==> config.mk <==
export PLATFORM = sky130hd
export DESIGN_NAME = imem_boot_loader
export DESIGN_NICKNAME = d
export VERILOG_FILES = /design/src/rtl/boot_pkg.sv /design/src/rtl/boot_byte_packer.sv /design/src/rtl/imem_boot_loader.sv
export SDC_FILE = /design/constraint.sdc
export NUM_CORES = 1
export LEC_CHECK = 0
export BUFFER_PORTS_ARGS = -buffer_cell sky130_fd_sc_hd__buf_2
export CORE_MARGIN = 2
export CORE_UTILIZATION = 50
export CTS_BUF_LIST = sky130_fd_sc_hd__clkbuf_8
export CTS_CLUSTER_SIZE = 8
export DETAILED_ROUTE_END_ITERATION = 7
export GPL_TIMING_DRIVEN = 0
export PLACE_DENSITY = 0.71
export SLEW_MARGIN = 10
export SYNTH_ARGS = -nofsm -noshare
export SYNTH_HDL_FRONTEND = slang
export SYNTH_HIERARCHICAL = 1
export SYNTH_SLANG_ARGS = --single-unit
==> constraint.sdc <==
create_clock -name clk -period 3.65 [get_ports clk]
set_input_delay 0.5475 -clock clk [delete_from_list [all_inputs] [get_ports clk]]
set_output_delay 0.5475 -clock clk [all_outputs]
set_load 0.05 [all_outputs]
==> src/rtl/boot_pkg.sv <==
// Shared types and frame constants for the instruction-memory boot loader.
package boot_pkg;

  typedef enum logic [2:0] {
    IDLE,
    LEN0,
    LEN1,
    DATA,
    CSUM,
    DONE,
    ERR
  } boot_state_e;

  localparam logic [7:0] DEF_SYNC_BYTE  = 8'hA5;
  localparam int         BYTE_W         = 8;
  localparam int         WORD_W         = 32;
  localparam int         LEN_W          = 16;  // LEN_LO + LEN_HI
  localparam int         IDX_W          = 11;  // holds 0..1024
  localparam int         BYTES_PER_WORD = 4;

endpackage

==> src/rtl/boot_byte_packer.sv <==
// Packs a little-endian byte stream into 32-bit words; flags each completed word.
module boot_byte_packer
  import boot_pkg::*;
(
  input  logic              clk,
  input  logic              rst_n,
  input  logic              clr_i,        // realign to lane 0
  input  logic              byte_vld_i,
  input  logic [BYTE_W-1:0] byte_i,
  output logic              word_done_o,  // combinational: this byte completes a word
  output logic              word_valid_o, // registered one-cycle pulse after completion
  output logic [WORD_W-1:0] word_o        // holds last completed word
);

  logic [1:0]          lane_q;
  logic [3*BYTE_W-1:0] sreg_q;
  logic [WORD_W-1:0]   word_q;
  logic                vld_q;

  assign word_done_o  = byte_vld_i && (lane_q == 2'd3);
  assign word_valid_o = vld_q;
  assign word_o       = word_q;

  // Lane counter and partial-word shift register; first byte ends up in the low lane.
  always_ff @(posedge clk or negedge rst_n) begin
    if (!rst_n) begin
      lane_q <= '0;
      sreg_q <= '0;
    end else if (clr_i) begin
      lane_q <= '0;
    end else if (byte_vld_i) begin
      lane_q <= lane_q + 2'd1;
      sreg_q <= {byte_i, sreg_q[3*BYTE_W-1:BYTE_W]};
    end
  end

  // Capture the finished word so it stays stable until the next one completes.
  always_ff @(posedge clk or negedge rst_n) begin
    if (!rst_n) begin
      vld_q  <= 1'b0;
      word_q <= '0;
    end else begin
      vld_q <= word_done_o;
      if (word_done_o) word_q <= {byte_i, sreg_q};
    end
  end

endmodule

==> src/rtl/imem_boot_loader.sv <==
// Framed byte-stream boot loader: parses SYNC/LEN/DATA/CSUM, writes words to
// instruction memory and releases the core reset once the checksum matches.
module imem_boot_loader
  import boot_pkg::*;
#(
  parameter logic [31:0] BASE_ADDR = 32'h0000_0000,
  parameter int          MAX_WORDS = 1024,
  parameter logic [7:0]  SYNC_BYTE = DEF_SYNC_BYTE
) (
  input  logic        clk,
  input  logic        rst_n,
  input  logic [7:0]  s_data,
  input  logic        s_valid,
  output logic        s_ready,
  input  logic        restart,
  output logic        imem_we,
  output logic [31:0] imem_addr,
  output logic [31:0] imem_data,
  output logic        cpu_rst_n,
  output logic        boot_done,
  output logic        boot_err
);

  boot_state_e       state_q, state_d;
  logic [LEN_W-1:0]  len_q;
  logic [IDX_W-1:0]  idx_q;
  logic [BYTE_W-1:0] xor_q;
  logic [31:0]       addr_q;
  logic              rdy_q, rdy_d;
  logic              done_q, done_d;
  logic              err_q, err_d;
  logic              cpu_rst_q, cpu_rst_d;

  logic              acc;
  logic [LEN_W-1:0]  len_full;
  logic              last_word;
  logic              word_done;
  logic              word_valid;
  logic [WORD_W-1:0] word;

  assign acc       = s_valid && rdy_q;
  assign len_full  = {s_data, len_q[7:0]};
  assign last_word = (LEN_W'(idx_q) + LEN_W'(1)) == len_q;

  boot_byte_packer u_packer (
    .clk          (clk),
    .rst_n        (rst_n),
    .clr_i        (state_q != DATA),
    .byte_vld_i   (acc && (state_q == DATA)),
    .byte_i       (s_data),
    .word_done_o  (word_done),
    .word_valid_o (word_valid),
    .word_o       (word)
  );

  // State register.
  always_ff @(posedge clk or negedge rst_n) begin
    if (!rst_n) state_q <= IDLE;
    else        state_q <= state_d;
  end

  // Next-state logic; length is range-checked before DATA so idx_q never wraps.
  always_comb begin
    state_d = state_q;
    unique case (state_q)
      IDLE: if (acc && (s_data == SYNC_BYTE)) state_d = LEN0;
      LEN0: if (acc) state_d = LEN1;
      LEN1: if (acc) begin
        if (len_full > LEN_W'(MAX_WORDS)) state_d = ERR;
        else if (len_full == '0)          state_d = CSUM;
        else                              state_d = DATA;
      end
      DATA: if (word_done && last_word) state_d = CSUM;
      CSUM: if (acc) state_d = (s_data == xor_q) ? DONE : ERR;
      DONE, ERR: if (restart) state_d = IDLE;
      default: state_d = IDLE;
    endcase
  end

  // Output next-values, derived from the upcoming state so flags land with it.
  always_comb begin
    rdy_d     = !((state_d == DONE) || (state_d == ERR));
    done_d    = (state_d == DONE);
    err_d     = (state_d == ERR);
    cpu_rst_d = (state_d == DONE);
  end

  // Registered status outputs; s_ready stays low while in reset.
  always_ff @(posedge clk or negedge rst_n) begin
    if (!rst_n) begin
      rdy_q     <= 1'b0;
      done_q    <= 1'b0;
      err_q     <= 1'b0;
      cpu_rst_q <= 1'b0;
    end else begin
      rdy_q     <= rdy_d;
      done_q    <= done_d;
      err_q     <= err_d;
      cpu_rst_q <= cpu_rst_d;
    end
  end

  // Length capture, word index and write address.
  always_ff @(posedge clk or negedge rst_n) begin
    if (!rst_n) begin
      len_q  <= '0;
      idx_q  <= '0;
      addr_q <= BASE_ADDR;
    end else begin
      if (acc && (state_q == LEN0)) len_q[7:0]  <= s_data;
      if (acc && (state_q == LEN1)) begin
        len_q[15:8] <= s_data;
        idx_q       <= '0;
      end
      if (word_done) begin
        idx_q  <= idx_q + IDX_W'(1);
        addr_q <= BASE_ADDR + 32'({idx_q, 2'b00});
      end
    end
  end

  // Running XOR over LEN_LO, LEN_HI and data; cleared at SYNC and on restart.
  always_ff @(posedge clk or negedge rst_n) begin
    if (!rst_n) begin
      xor_q <= '0;
    end else begin
      unique case (state_q)
        IDLE:             if (acc && (s_data == SYNC_BYTE)) xor_q <= '0;
        LEN0, LEN1, DATA: if (acc) xor_q <= xor_q ^ s_data;
        DONE, ERR:        if (restart) xor_q <= '0;
        default:          xor_q <= xor_q;
      endcase
    end
  end

  assign s_ready   = rdy_q;
  assign imem_we   = word_valid;
  assign imem_addr = addr_q;
  assign imem_data = word;
  assign cpu_rst_n = cpu_rst_q;
  assign boot_done = done_q;
  assign boot_err  = err_q;

endmodule

==> results of run 1 <==
==> per-stage QoR <==
step	utilization [%]	TNS [ps]	instance area, µm²	std cells
finish	59.2	0	6140	695
global route	59.2	0	6140	695
CTS	59.1	0	6130	695
detailed placement	57.4	-123	5960	681
global placement	57.1	-126	5920	680
floorplan	-	0	5460	485
==> cell usage in the layout (no fill, tap or decap), types with 12 or more instances in the layout <==
cell | Yosys | layout
o21ai_0 | 39 | 39
nor2_1 | 20 | 19
clkbuf_1 | 13 | 12
mux2_2 | 54 | 54
buf_2 | 3 | 61
mux2_4 | 20 | 20
nand2_1 | 53 | 53
xor2_1 | 13 | 13
dfrtp_1 | 111 | 111
conb_1 | 1 | 21
buf_4 | 22 | 22
==> kinds of logic after synthesis <==
family / synth area share (%)
adders and majority gates: 0.465
buffers and inverters: 6.49
AOI/OAI and AO/OA: 7.97
DFF: 51.6
muxes: 17.6
and+or+nand+nor: 11.9
xor gates and xnor gates: 3.91
other: 0.0697
==> area by class of cell <==
cell class,count,area share [%]
plain buffers,46,5.26
clock buffers,10,2.24
clock inverters,5,0.632
inverters,6,0.428
multi-input cells,321,38.0
flip-flops and latches,111,45.3
well taps,136,2.77
repair buffers,60,5.36
==> how the worst max path moves through the flow <==
stage	cells after the start	slack [ps]	start	to
after floorplan	13	600	state_q[2]$_DFF_PN0_	s_ready$_DFF_PN0_
after global placement	13	-50	state_q[2]$_DFF_PN0_	s_ready$_DFF_PN0_
after detailed placement	13	-60	state_q[2]$_DFF_PN0_	state_q[2]$_DFF_PN0_
after CTS	12	120	state_q[2]$_DFF_PN0_	state_q[2]$_DFF_PN0_
after global routing	12	20	state_q[2]$_DFF_PN0_	boot_err$_DFF_PN0_
final	12	200	state_q[2]$_DFF_PN0_	state_q[2]$_DFF_PN0_
==> critical path: stages, from the launching register on <==
cell        delay, ps
dfrtp_1           380
clkbuf_1          190
clkbuf_1          260
or2_2             420
nor2_2            250
nand2_2           170
buf_6             200
clkinvlp_4        170
nand4_1           150
a211oi_2          280
o2111ai_1         240
or4_4             480
a22oi_1           180
==> routing by layer <==
layer  GRT usage (%)  part of all wire (%)  wire length [µm]
met1            28.7                    46              5130
met2            32.6                    47              5190
met3            3.69                   5.3               592
met4            8.06                   1.6               180
met5               0                     0                 0
==> power breakdown <==
group	switching (µW)	total, µW	leakage, µW	internal (µW)
sequential	324	2020	0.00140	1700
combinational	1310	2020	0.00139	712
clock	415	686	0.0000948	271
==> flip-flops by register name, summed over array words and instances, names as in the netlist, 2 cells and up <==
register	cells
u_packer/word_o	32
u_packer/sreg_q	24
len_q	16
idx_q	11
imem_addr	11
xor_q	8
state_q	3
u_packer/lane_q	2
==> repair_timing <==
action                                 4_1_cts  5_1_grt
endpoints found under the hold margin        0        0
setup endpoints to repair                    3        3
resized for setup                            1        1
setup buffers                                0        0
gates cloned                                 0        0
==> qor.yml, run 1 <==
wl_per_cell_um: 16.0
antenna_found_initial: 0
multi_input_area_um2: 2330
yosysMostFrequentCell: "dfrtp_1"
htreeDepth: 3
fillers: 862
r2r_cells: 12
area_growth_pct: 14.0
slew_violations: 0
vias: 3719
p_per_area_nw_per_um2: 771
grt_pass1_wl_um: 18800
postSynth.asyncResetShare_pct: 100
r2r_slack_ps: 200
overflow: 0
clock.fmax_mhz: 290
finalCriticalPeriod_ps: 3450
ir_drop_v: 0.000538
status: "finished clean"
synth_ff_type: "dfrtp_1"
seq_area_um2: 2780
grtUsageTotal_pct: 20.8
die_w_um: 108
min_path_type: "in2async"
dieArea_um2: 11600
yosysSeqAreaShare_pct: 51.6
r2r-start: "state_q[2]$_DFF_PN0_"
worst_pin_slew_ps: 1060
routabilityCongestion: 0.885
synth_edf_count: 0
portBuffers: 59
dpl.hpwl_um: 7880
viasPerCell: 5.35
hold_viol: 0
cts-root-buf: "clkbuf_8"
drt_iter0_markers: 213
timing.rr.end: "state_q[2]$_DFF_PN0_"
critPathLaunchType: "flip-flop"
synth-seq-cells: 111
drt-total-wl_um: 11100
drive_above_1_share_pct: 35.2
cts_buffers: 9
nets: 569
setup_viol: 0
hold_ws_ps: 100
drc_errors: 0
clk_latency_ps: 370
ioPinCount: 81
rsz0062_at_grt: "false"
synth_cells: 465
synthTopCellsByCount: "dfrtp_1, mux2_2, nand2_1"
critical_path_required_ps: 3930
die_h_um: 108
p_total_uw: 4730
worst-setup-path-type: "reg2reg"
ys_types: 57
setup_ws_ps: 196
ys_warn_count: 6
p_leak_uw: 0.00288
synth_area_um2: 5380
cts_tree: "done"
period_share_pct: 94.6
path_max_fanout: 10
first_pass_iters: 4
diodes: 0
grt_start_max_net_pins: 61
relSlewSlack_pct: 28.6
cts_num_sinks: 111
grt_pass1_vias: 3712
clock_skew_ps: 13.2
cts_hold_buf: 0
synth_top_area_share_pct: 51.6
arrival_ps: 3730
initial_core_util_pct: 51.9
maxCapViolations: 0
synth.avg_cell_area_um2: 11.6
cts_buffer_depth: 2
row_count: 37
core_um2: 10400
ant_nets: 0
post-place-ws_ps: -62.3
clk_pin_slew_worst_paths_ps: 100
synth.area.top_cells: "dfrtp_1, mux2_2, mux2_4"
setup.worst_path.end_class: "flip-flop"
yosysTopAreaCell: "dfrtp_1"
Power figures use the tool's default switching activity.
==> run 2: changes to the inputs <==
Settings changed: CELL_PAD_IN_SITES_DETAIL_PLACEMENT from default to 0, CELL_PAD_IN_SITES_GLOBAL_PLACEMENT from default to 1, CORE_UTILIZATION 50 to 47, PLACE_DENSITY 0.71 to 0.82.
==> run 2 against run 1 <==
  * Non-clock buffer count is the same
  * Hold slack lost 75 ps
  * Cell count up 1.2%
  * Flip-flop and latch count unchanged
  * Highest routed layer unchanged
==> qor.yml, run 2 (synthesized netlist as in run 1, its figures left out) <==
cts_setup_buffers: 0
grtUsageTotal_pct: 18.7
rsz0062_at_grt: "false"
post-place-ws_ps: -117
r2r_cells: 12
drc_errors: 0
r2r-start: "state_q[2]$_DFF_PN0_"
die_w_um: 111
cts-root-buf: "clkbuf_8"
p_per_area_nw_per_um2: 765
area_growth_pct: 14.0
slew_violations: 0
r2r_slack_ps: 290
ioPinCount: 81
arrival_ps: 3620
slowest_stage: "or4_4"
clock_skew_ps: 14.3
wl_per_cell_um: 15.7
pwr-share-clk_pct: 14.4
critPathLaunchType: "flip-flop"
combPwrFrac_pct: 42.8
row_count: 39
fillers: 975
critical_path.endpoint: "s_ready$_DFF_PN0_"
hold_viol: 0
final_common_cell: "dfrtp_1"
crit_start: "state_q[2]$_DFF_PN0_"
largest_reg_flops: 32
setup_ws_ps: 291
die_h_um: 111
grt_pass1_wl_um: 18600
switching_share_pct: 43.4
htreeDepth: 3
worst-path-buf-inv: 4
critical_path_required_ps: 3920
routabilityCongestion: 0.869
initial_core_util_pct: 47.8
viasPerCell: 5.17
drt_iter0_markers: 232
ir_drop_v: 0.000494
path_cells: "clkbuf_1 -> clkbuf_1 -> or2_2 -> nor2_2 -> nand2_2 -> buf_6 -> clkinvlp_4 -> nand4_1 -> a211oi_2 -> o2111ai_1 -> or4_4 -> o2bb2ai_1"
dpl.hpwl_um: 7760
finalCriticalPeriod_ps: 3360
finalInstanceArea_um2: 6140
clk_pin_slew_worst_paths_ps: 100
drt-total-wl_um: 11000
core_um2: 11300
seq_area_um2: 2780
p_sw_uw: 2040
seq_power_share_pct: 42.8
setup_viol: 0
p_leak_uw: 0.00288
slowest_delay_ps: 470
worst_pin_slew_ps: 1010
cts_buffer_depth: 2
portBuffers: 59
grt_start_max_net_pins: 81
path_common_cell: "clkbuf_1"
status: "finished clean"
ant_nets: 0
period_share_pct: 92.0
overflow: 0
diodes: 0
path_max_fanout: 10
relSlewSlack_pct: 32.3
worst-setup-path-type: "reg2reg"
finalCoreUtilization_pct: 54.5
cts_buffers: 9
first_pass_iters: 4
multi_input_area_um2: 2330
setup.worst_path.end_class: "flip-flop"
antenna_found_initial: 0
cts_tree: "done"
maxCapViolations: 0
p_total_uw: 4700
final_cell_mix: "dfrtp_1, buf_2, mux2_2"
vias: 3632
clk_latency_ps: 390
drive_above_1_share_pct: 35.0
grt_pass1_vias: 3654
min_path_type: "in2async"
nets: 569
dpl_cell_area_um2: 5970
power.internal_uw: 2660
timing.rr.end: "s_ready$_DFF_PN0_"
dieArea_um2: 12300
cts_hold_buf: 0
clock.fmax_mhz: 298
cts_num_sinks: 111
crit_family: "simple AND/OR/NAND/NOR gates"
path_depth: 12
run 2: cell type report:
| type | instances | share of cell area (%) |
|---|---|---|
| buffer | 46 | 5.26 |
| multi-input combinational | 321 | 38.0 |
| tap | 143 | 2.91 |
| timing repair buffer | 60 | 5.36 |
| clock inverter | 7 | 0.754 |
| sequential | 111 | 45.3 |
| inverter | 6 | 0.428 |
| clock buffer | 9 | 2.02 |
run 2: repair_timing:
action / CTS / global route
endpoints found under the setup margin: 3 / 3
resized for setup: 1 / 1
gates cloned: 0 / 0
run 2: worst min path at each step:
stage                                            to  slack [ps]  cells after the start
global route        u_packer/word_o[21]$_DFFE_PN0P_          30                      1
global placement              len_q[12]$_DFFE_PN0P_         460                      2
finish              u_packer/sreg_q[22]$_DFFE_PN0P_          30                      1
detailed placement  u_packer/word_o[14]$_DFFE_PN0P_         450                      1
floorplan                        boot_err$_DFF_PN0_         250                      0
CTS                 u_packer/word_o[21]$_DFFE_PN0P_          20                      1
run 2: power by group through the flow:
stage / sequential (µW) / combinational [µW] / clock (µW)
floorplan: 2650 / 917 / 0
global placement: 2020 / 1980 / 0
detailed placement: 2040 / 2020 / 0
CTS: 2020 / 2020 / 701
global route: 2080 / 2150 / 748
finish: 2010 / 2010 / 676
run 2: stage by stage:
step	TNS [ps]	hold slack [ps]	instances
floorplan	0	252	485
global placement	-268	460	687
detailed placement	-331	448	688
CTS	0	18.8	703
global route	0	27.1	703
finish	0	25.3	703
run 2: metal layers:
metal | track usage (%) | part of all wire, % | up-vias
met2 | 28.6 | 47 | 77
met3 | 3.61 | 4.5 | 7
li1 | - | - | 1761
met1 | 27.1 | 47 | 1787
met4 | 6.09 | 0.83 | 0
met5 | 0 | 0 | -
==> run 3: changes to the inputs <==
Settings changed: CORE_UTILIZATION 47 to 40, PLACE_DENSITY 0.82 to 0.74, SYNTH_HIERARCHICAL 1 to default.
==> run 3 against run 2 <==
  * Worst setup slack gained 800 ps
  * Non-clock buffer count increased by 2
  * Global-route usage decreased by 1.2 points
  * Cell count up 15%
  * Sequential power down 18%
  * Core utilization down 7.1 points
  * Via count grew 6.6%
  * Critical endpoint is now state_q[1]$_DFF_PN0_
==> qor.yml, run 3 <==
hold_viol: 0
p_total_uw: 3900
synth_area_um2: 5200
fillers: 1258
worst-setup-path-type: "reg2reg"
maxCapViolations: 0
synthTopCellsByCount: "nand2_1, dfrtp_1, mux2_2"
largest_reg_flops: 32
setup_tns_ps: 0
yosysMostFrequentCell: "nand2_1"
status: "finished clean"
ioPinCount: 81
drc_errors: 0
period_share_pct: 70.0
cts_tree: "done"
rsz0062_at_grt: "false"
slowest_stage: "or4_1"
antenna_found_initial: 0
cts-root-buf: "clkbuf_8"
crit_family: "simple AND/OR/NAND/NOR gates"
drt-total-wl_um: 11500
cts_setup_buffers: 0
clk_latency_ps: 400
initial_core_util_pct: 41.1
viasPerCell: 4.79
critPathLaunchType: "flip-flop"
p_leak_uw: 0.00302
synth_ff_type: "dfrtp_1"
ant_nets: 0
grt_pass1_vias: 3805
synth_edf_count: 0
clock_skew_ps: 13.9
min_path_type: "in2async"
overflow: 0
area_growth_pct: 15.4
synth.area.top_cells: "dfrtp_1, nand2_1, mux2_2"
synth_cells: 547
cts_hold_buf: 0
die_w_um: 118
die_h_um: 118
finalCoreUtilization_pct: 47.4
relSlewSlack_pct: 57.0
synth-seq-cells: 111
finalCriticalPeriod_ps: 2550
grt_pass1_wl_um: 19500
critical_path_required_ps: 3940
portBuffers: 53
ys_warn_count: 0
synth_top_area_share_pct: 53.4
p_per_area_nw_per_um2: 650
post_cts_resize_count: 0
drive_above_1_share_pct: 22.0
dieArea_um2: 13900
final_cell_mix: "nand2_1, dfrtp_1, buf_2"
worst_pin_slew_ps: 643
cts_num_sinks: 111
yosysTopAreaCell: "dfrtp_1"
setup.worst_path.end_class: "flip-flop"
vias: 3873
path_max_fanout: 7
slowest_delay_ps: 590
slew_violations: 0
drt_iter0_markers: 243
path_cells: "ha_1 -> nand2_1 -> nor3_1 -> xnor2_1 -> or4_1 -> o21ba_1 -> a211o_1"
ys_types: 48
routabilityCongestion: 0.800
wl_per_cell_um: 14.2
setup_viol: 0
arrival_ps: 2840
synth.avg_cell_area_um2: 9.51
postSynth.asyncResetShare_pct: 100
core_um2: 12700
ir_drop_v: 0.000468
worst-path-buf-inv: 0
dpl.hpwl_um: 7990
hold_ws_ps: 69.1
final_common_cell: "nand2_1"
row_count: 41
cts_buffer_depth: 2
yosysSeqAreaShare_pct: 53.4
clock.fmax_mhz: 391
clk_pin_slew_worst_paths_ps: 110
nets: 646
htreeDepth: 3
grt_start_max_net_pins: 67
cts_buffers: 9
first_pass_iters: 7
diodes: 0
grtUsageTotal_pct: 17.5
run 3: cell count changes in the layout (fill, tap and decap cells not counted), sizes merged, moves of 7 or more:
cell and change:
mux2 -42, buf -9, xnor2 +7, nand2 +122, nor2 +10, nor2b -7
nand2b +12, clkbuf +11
run 3: cells by family after synthesis:
family / after synthesis / synth area share (%)
fa+ha+maj: 2 / 0.481
compound gates: 56 / 6.49
buf+inv: 57 / 6.13
other cells: 1 / 0.0721
xor+xnor: 26 / 4.38
flops: 111 / 53.4
mux: 32 / 6.92
simple gates: 262 / 22.1
run 3: area by class of cell:
type | instances | area [µm²] | share of cell area [%]
inverter | 3 | 16.3 | 0.271
sequential | 111 | 2780 | 46.3
clock buffer | 9 | 124 | 2.06
clock inverter | 7 | 87.6 | 1.46
buffer | 54 | 303 | 5.04
tap | 172 | 215 | 3.58
multi-input combinational | 399 | 2180 | 36.3
timing repair buffer | 54 | 299 | 4.98
run 3: power by group:
| group | total [µW] | switching, µW | internal, µW |
|---|---|---|---|
| registers | 1640 | 149 | 1490 |
| logic | 1470 | 1100 | 369 |
| clock network | 801 | 466 | 334 |
run 3: per-layer routing:
metal	vias up	GRT usage, %	routed length (µm)	part of all wire, %
met3	13	3.10	356	3.1
met5	-	0	0	0
met1	1885	23.5	5440	48
met4	0	6.55	201	1.8
met2	65	28.4	5450	48
li1	1910	-	-	-
run 3: final timing paths:
path / startpoint / endpoint / slack, ps / depth (start not counted)
max: idx_q[0]$_DFFE_PN0P_ / state_q[1]$_DFF_PN0_ / 1100 / 7
min: rst_n / imem_addr[5]$_DFFE_PN0P_ / 70 / 1
max reg2reg: idx_q[0]$_DFFE_PN0P_ / state_q[1]$_DFF_PN0_ / 1100 / 7
min reg2reg: imem_addr[10]$_DFFE_PN0P_ / imem_addr[10]$_DFFE_PN0P_ / 480 / 2
max in group asynchronous: rst_n / xor_q[1]$_DFFE_PN0P_ / 2920 / 2
min in group clk: s_data[5] / u_packer.word_o[29]$_DFFE_PN0P_ / 470 / 3
run 3: worst reg2reg max path: stages (launching register included):
cell,delay [ps]
dfrtp_1,470
ha_1,330
nand2_1,120
nor3_1,380
xnor2_1,120
or4_1,590
o21ba_1,220
a211o_1,220
run 3: metrics by stage:
step,instances,cell area (µm²),worst slack [ps]
after floorplan,567,5280,1250
after global placement,792,5760,718
after detailed placement,793,5790,979
after CTS,809,6000,1080
after global routing,809,6000,924
final,809,6000,1100
